File: src/rtl/dsp_product_capture.sv
// dsp_product_capture: captures CAPTURE_LEN registered DSP products after a start into a FIFO read as 32-bit words.
// Optional DSP_CAPTURE_TIMESTAMP_EN appends a per-entry 32-bit cycle timestamp word.
module dsp_product_capture #(
  parameter int FIFO_DEPTH    = 8,
  parameter int SETTLE_CYCLES = 0,
  parameter int CAPTURE_LEN   = 6
) (
  input  logic                          clk,
  input  logic                          resetn,
  input  logic [63:0]                   product,
  input  logic                          start,
  output logic                          busy,
  output logic                          done,
  output logic                          overflow,
  input  logic                          clr_overflow,
  output logic                          rd_valid,
  input  logic                          rd_ready,
  output logic [31:0]                   rd_data,
  output logic                          rd_last,
  output logic [$clog2(FIFO_DEPTH):0]   level
);
  localparam int AW = $clog2(FIFO_DEPTH);
`ifdef DSP_CAPTURE_TIMESTAMP_EN
  localparam int EW = 96;
  localparam logic [1:0] LAST_WORD = 2'd2;
`else
  localparam int EW = 64;
  localparam logic [1:0] LAST_WORD = 2'd1;
`endif
  typedef enum logic [1:0] {IDLE, SETTLE, CAPTURE} state_t;
  state_t          state_q, state_d;
  logic [7:0]      settle_q, settle_d, count_q, count_d;
  logic [63:0]     product_q;
  logic [EW-1:0]   mem_q [FIFO_DEPTH];
  logic [EW-1:0]   entry, head;
  logic [AW-1:0]   wr_ptr_q, wr_ptr_d, rd_ptr_q, rd_ptr_d;
  logic [AW:0]     level_q, level_d;
  logic [1:0]      word_q, word_d;
  logic            overflow_q, overflow_d, busy_q, busy_d, done_q, done_d;
  logic [31:0]     hold_q, head_word;
  logic            push_req, push, pop, xfer, full;
`ifdef DSP_CAPTURE_TIMESTAMP_EN
  logic [31:0]     stamp_q, stamp_d;
  // stamp_d is the post-edge count, so the first SETTLE=0 sample reads 1
  assign stamp_d = (state_q == IDLE && start) ? 32'd0 : stamp_q + 32'd1;
  assign entry   = {stamp_d, product_q};
  always_ff @(posedge clk or negedge resetn)
    if (!resetn) stamp_q <= '0;
    else stamp_q <= stamp_d;
`else
  assign entry = product_q;
`endif
  assign head      = mem_q[rd_ptr_q];
  assign head_word = word_q == 2'd0 ? head[31:0] : word_q == 2'd1 ? head[63:32] : head[EW-1:EW-32];
  assign busy      = busy_q;
  assign done      = done_q;
  assign overflow  = overflow_q;
  assign level     = level_q;
  always_comb begin
    rd_valid   = level_q != '0;
    rd_data    = rd_valid ? head_word : hold_q;
    rd_last    = rd_valid && word_q == LAST_WORD;
    xfer       = rd_valid && rd_ready;
    pop        = xfer && word_q == LAST_WORD;
    full       = level_q == (AW+1)'(FIFO_DEPTH);
    push_req   = state_q == CAPTURE;
    push       = push_req && (!full || pop);
    overflow_d = (push_req && !push) ? 1'b1 : clr_overflow ? 1'b0 : overflow_q;
    word_d     = pop ? 2'd0 : xfer ? word_q + 2'd1 : word_q;
    wr_ptr_d   = push ? wr_ptr_q + 1'b1 : wr_ptr_q;
    rd_ptr_d   = pop ? rd_ptr_q + 1'b1 : rd_ptr_q;
    level_d    = level_q + (AW+1)'(push) - (AW+1)'(pop);
    state_d    = state_q;
    settle_d   = settle_q;
    count_d    = count_q;
    if (state_q == IDLE && start) begin
      state_d  = SETTLE_CYCLES > 0 ? SETTLE : CAPTURE;
      settle_d = 8'(SETTLE_CYCLES);
      count_d  = 8'(CAPTURE_LEN);
    end else if (state_q == SETTLE) begin
      settle_d = settle_q - 8'd1;
      state_d  = settle_q == 8'd1 ? CAPTURE : SETTLE;
    end else if (state_q == CAPTURE) begin
      count_d  = count_q - 8'd1;
      state_d  = count_q == 8'd1 ? IDLE : CAPTURE;
    end
    busy_d = state_d != IDLE;
    done_d = state_d == CAPTURE && count_d == 8'd1;
  end
  always_ff @(posedge clk or negedge resetn)
    if (!resetn) begin
      state_q    <= IDLE;
      settle_q   <= '0;
      count_q    <= '0;
      product_q  <= '0;
      wr_ptr_q   <= '0;
      rd_ptr_q   <= '0;
      level_q    <= '0;
      word_q     <= '0;
      overflow_q <= 1'b0;
      busy_q     <= 1'b0;
      done_q     <= 1'b0;
      hold_q     <= '0;
    end else begin
      state_q    <= state_d;
      settle_q   <= settle_d;
      count_q    <= count_d;
      product_q  <= product;
      wr_ptr_q   <= wr_ptr_d;
      rd_ptr_q   <= rd_ptr_d;
      level_q    <= level_d;
      word_q     <= word_d;
      overflow_q <= overflow_d;
      busy_q     <= busy_d;
      done_q     <= done_d;
      hold_q     <= rd_data;
    end
  always_ff @(posedge clk)
    if (push) mem_q[wr_ptr_q] <= entry;
endmodule

File: config.mk
export PLATFORM = sky130hd
export DESIGN_NAME = dsp_product_capture
export DESIGN_NICKNAME = d
export VERILOG_FILES = /design/src/rtl/dsp_product_capture.sv
export SDC_FILE = /design/constraint.sdc
export NUM_CORES = 1
export LEC_CHECK = 0
export BUFFER_PORTS_ARGS = -buffer_cell sky130_fd_sc_hd__buf_2
export CAP_MARGIN = 20
export CORE_MARGIN = 2
export CORE_UTILIZATION = 33
export CTS_CLUSTER_SIZE = 10
export DETAILED_ROUTE_END_ITERATION = 16
export GPL_TIMING_DRIVEN = 0
export PLACE_DENSITY = 0.59
export RECOVER_POWER = 50
export SYNTH_ARGS = -nofsm -noshare
export SYNTH_HDL_FRONTEND = slang
export SYNTH_SLANG_ARGS = --single-unit
File: constraint.sdc
create_clock -name clk -period 21.9 [get_ports clk]
set_clock_uncertainty 0.1 [all_clocks]
set_input_delay 3.285 -clock clk [delete_from_list [all_inputs] [get_ports clk]]
set_output_delay 3.285 -clock clk [all_outputs]
set_load 0.01 [all_outputs]
==> metrics <==
critical path startpoint category=register; syn_area_per_cell=21.8 µm²; Post-Route WL=53100 µm; Clock Tree Root=clkbuf_16; Top delay family on crit path=buffers and inverters; Leakage=9.72 nW; layout cells sized above 1=0.300; post-route ant nets=0; cell area after synthesis=23800 µm²; R2R setup slack=17.96 ns; RSZ-0062 raised after global routing=no; Die X=272 µm; clk buf depth=3; # resized after CTS=0; most instantiated library cell after synthesis=edfxtp_1; Yosys top cell by area=edfxtp_1; critical path buffer and inverter count=4; hpwl dp=35200 µm; worst stage delay on the critical path=0.61 ns; Hold WC Path Type=reg -> reg; number of global-route vias before repair=12149; largest net degree at the start of global routing=84; IO Pins=110; DRT Pass-1 Iters=5; post-synthesis sequential area ratio=0.783; CP Cell Sequence=nor2_1, and2_0, clkinv_1, clkbuf_1, nand2_1, clkbuf_1, o22ai_1, a21oi_1, buf_2; CTS tree=done; Worst-path clk slew=0.05 ns; warnings from Yosys=0; number of cell rows=98; Total Routing Usage GR=0.146; Power Density=153 nW/µm²; Post-Syn Instances=1092; Cell Area, Placed=26300 µm²; CTS buffer count=75; final worst path period need=7.14 ns; GPL Wtd Cong=0.744; Max-Cap Viols=1; Starting Density=0.333; first-pass GRT wire length=79200 µm; Async SR Flop Fraction=0.201; most instantiated cells after synthesis=edfxtp_1, dfrtp_1, mux4_2, a21oi_1, o22ai_1; port buffer count=109; Worst EP required=18.51 ns; final setup violation count=0; outcome=finished with violations; fillers=6389; Max Slew Vio Count=47; Fmax=140 MHz; gr ovfl total=0; Slew @ Worst Pin=3.13 ns; crit path DAT=3.76 ns; initial antenna violation count=5; wire length per cell=22.7 µm; failing checks=capacitance limit, slew limit; total number of vias=11385; post-route clock period utilization=0.326; # hold bufs at CTS=0; postcts setup bufs=0; Yosys top cell area share=0.647; post-synth cell types=48; residual DRC count=0; Util after Layout=0.398; P&R area growth vs syn=19.6%; Nets=1415; crit end category=output pin; Worst IR Drop VDD=0.0000834 V; Slew headroom=-1.09; CTS sink cnt=641; ranking of synthesized cells by area=edfxtp_1, dfrtp_1, mux4_2, mux2_2, mux2i_1; core area=71400 µm²; #FFs+latches synth=641; drt first-iter violations=786; Setup CP Type=reg -> out; Hold Violations, Final=0; Synth Net Count=1174; die area=74200 µm²; fin area=28400 µm²; CP Max Fanout=10; H-tree depth=3; Slowest-stage cell, CP=clkbuf_1; setup TNS=0 ns; Worst-Skew Late Latency=0.61 ns; Post-synth EDFFs=512; Die Span Y=272 µm; via/cell ratio=4.86; n_diodes=0; Post-synth top flop=edfxtp_1; cell mode on critical path=clkbuf_1
stage by stage:
stage,hold slack [ns],total power (W),std cells,worst slack (ns)
2_1_floorplan,0.347,0.00269,1092,11.17
3_3_place_gp,0.361,0.00322,2151,3.92
3_5_place_dp,0.381,0.00329,2206,15.54
4_1_cts,0.389,0.00443,2342,14.96
5_1_grt,0.404,0.00458,2342,14.51
6_report,0.393,0.00436,2342,14.76
power by group:
part	internal, W	total, W	switching, W
Sequential	0.00169	0.00178	0.0000976
Clock	0.000667	0.00113	0.000463
Combinational	0.000618	0.00145	0.000829
Total	0.00297	0.00436	0.00139
worst paths after layout:
kind                                           end                     from  cells past startpoint
max                                    rd_data[11]       level[1]$_DFF_PN0_                      9
min                        settle_q[7]$_DFFE_PN0P_  settle_q[7]$_DFFE_PN0P_                      1
max reg2reg                 mem_q[2][11]$_DFFE_PP_       level[2]$_DFF_PN0_                     13
min reg2reg                settle_q[7]$_DFFE_PN0P_  settle_q[7]$_DFFE_PN0P_                      1
max in group asynchronous       entry[6]$_DFF_PN0_                   resetn                      1
min in group asynchronous  settle_q[0]$_DFFE_PN0P_                   resetn                      1
cell usage in the layout (no fill, tap or decap), drive strengths merged, types with 10 or more instances in the layout:
cell    Yosys  final
ha         12     12
clkbuf     20    177
mux2i      33     33
mux2       34     34
dfrtp     129    129
o21ai      10     10
buf        28    164
o22ai      34     34
mux4      128    128
nand2      15     15
edfxtp    512    512
nand3      10     10
nor2       20     20
inv        17     17
a21oi      36     36
logic make-up (layout without fill, tap and decap cells):
family                   count (synthesis)  after routing  share of synthesized area
AO/OA/AOI/OAI                           87             87                     0.0214
XOR/XNOR                                12             12                    0.00442
adder cells (fa/ha/maj)                 13             13                    0.00716
buffers and inverters                   65            365                     0.0144
flip-flops                             641            641                      0.783
multiplexers                           195            195                      0.151
AND/OR/NAND/NOR                         79             79                     0.0186
metal layers:
metal / up-vias / GRT usage / part of all wire
li1: 4956 / - / -
met1: 6037 / 0.198 / 0.43
met2: 307 / 0.236 / 0.49
met3: 77 / 0.0363 / 0.060
met4: 8 / 0.0366 / 0.016
met5: - / 0 / 0.00092
cell type report:
| type | instances | area (µm²) | area share |
|---|---|---|---|
| Buffer | 48 | 275 | 0.00968 |
| Sequential cell | 641 | 18600 | 0.654 |
| Tap cell | 950 | 1190 | 0.0418 |
| Clock inverter | 7 | 75.1 | 0.00264 |
| Timing Repair Buffer | 164 | 1220 | 0.0429 |
| Inverter | 17 | 63.8 | 0.00224 |
| Multi-Input combinational cell | 386 | 4860 | 0.171 |
| Clock buffer | 129 | 2150 | 0.0757 |
registers in the layout, summed over array words and instances (netlist names):
name,count
wr_ptr_q,3
overflow,1
mem_q,512
busy,1
word_q,2
count_q,8
level,4
done,1
entry,64
rd_ptr_q,3
settle_q,8
state_q,2
hold_q,32
(Power assumes the default switching activity.)
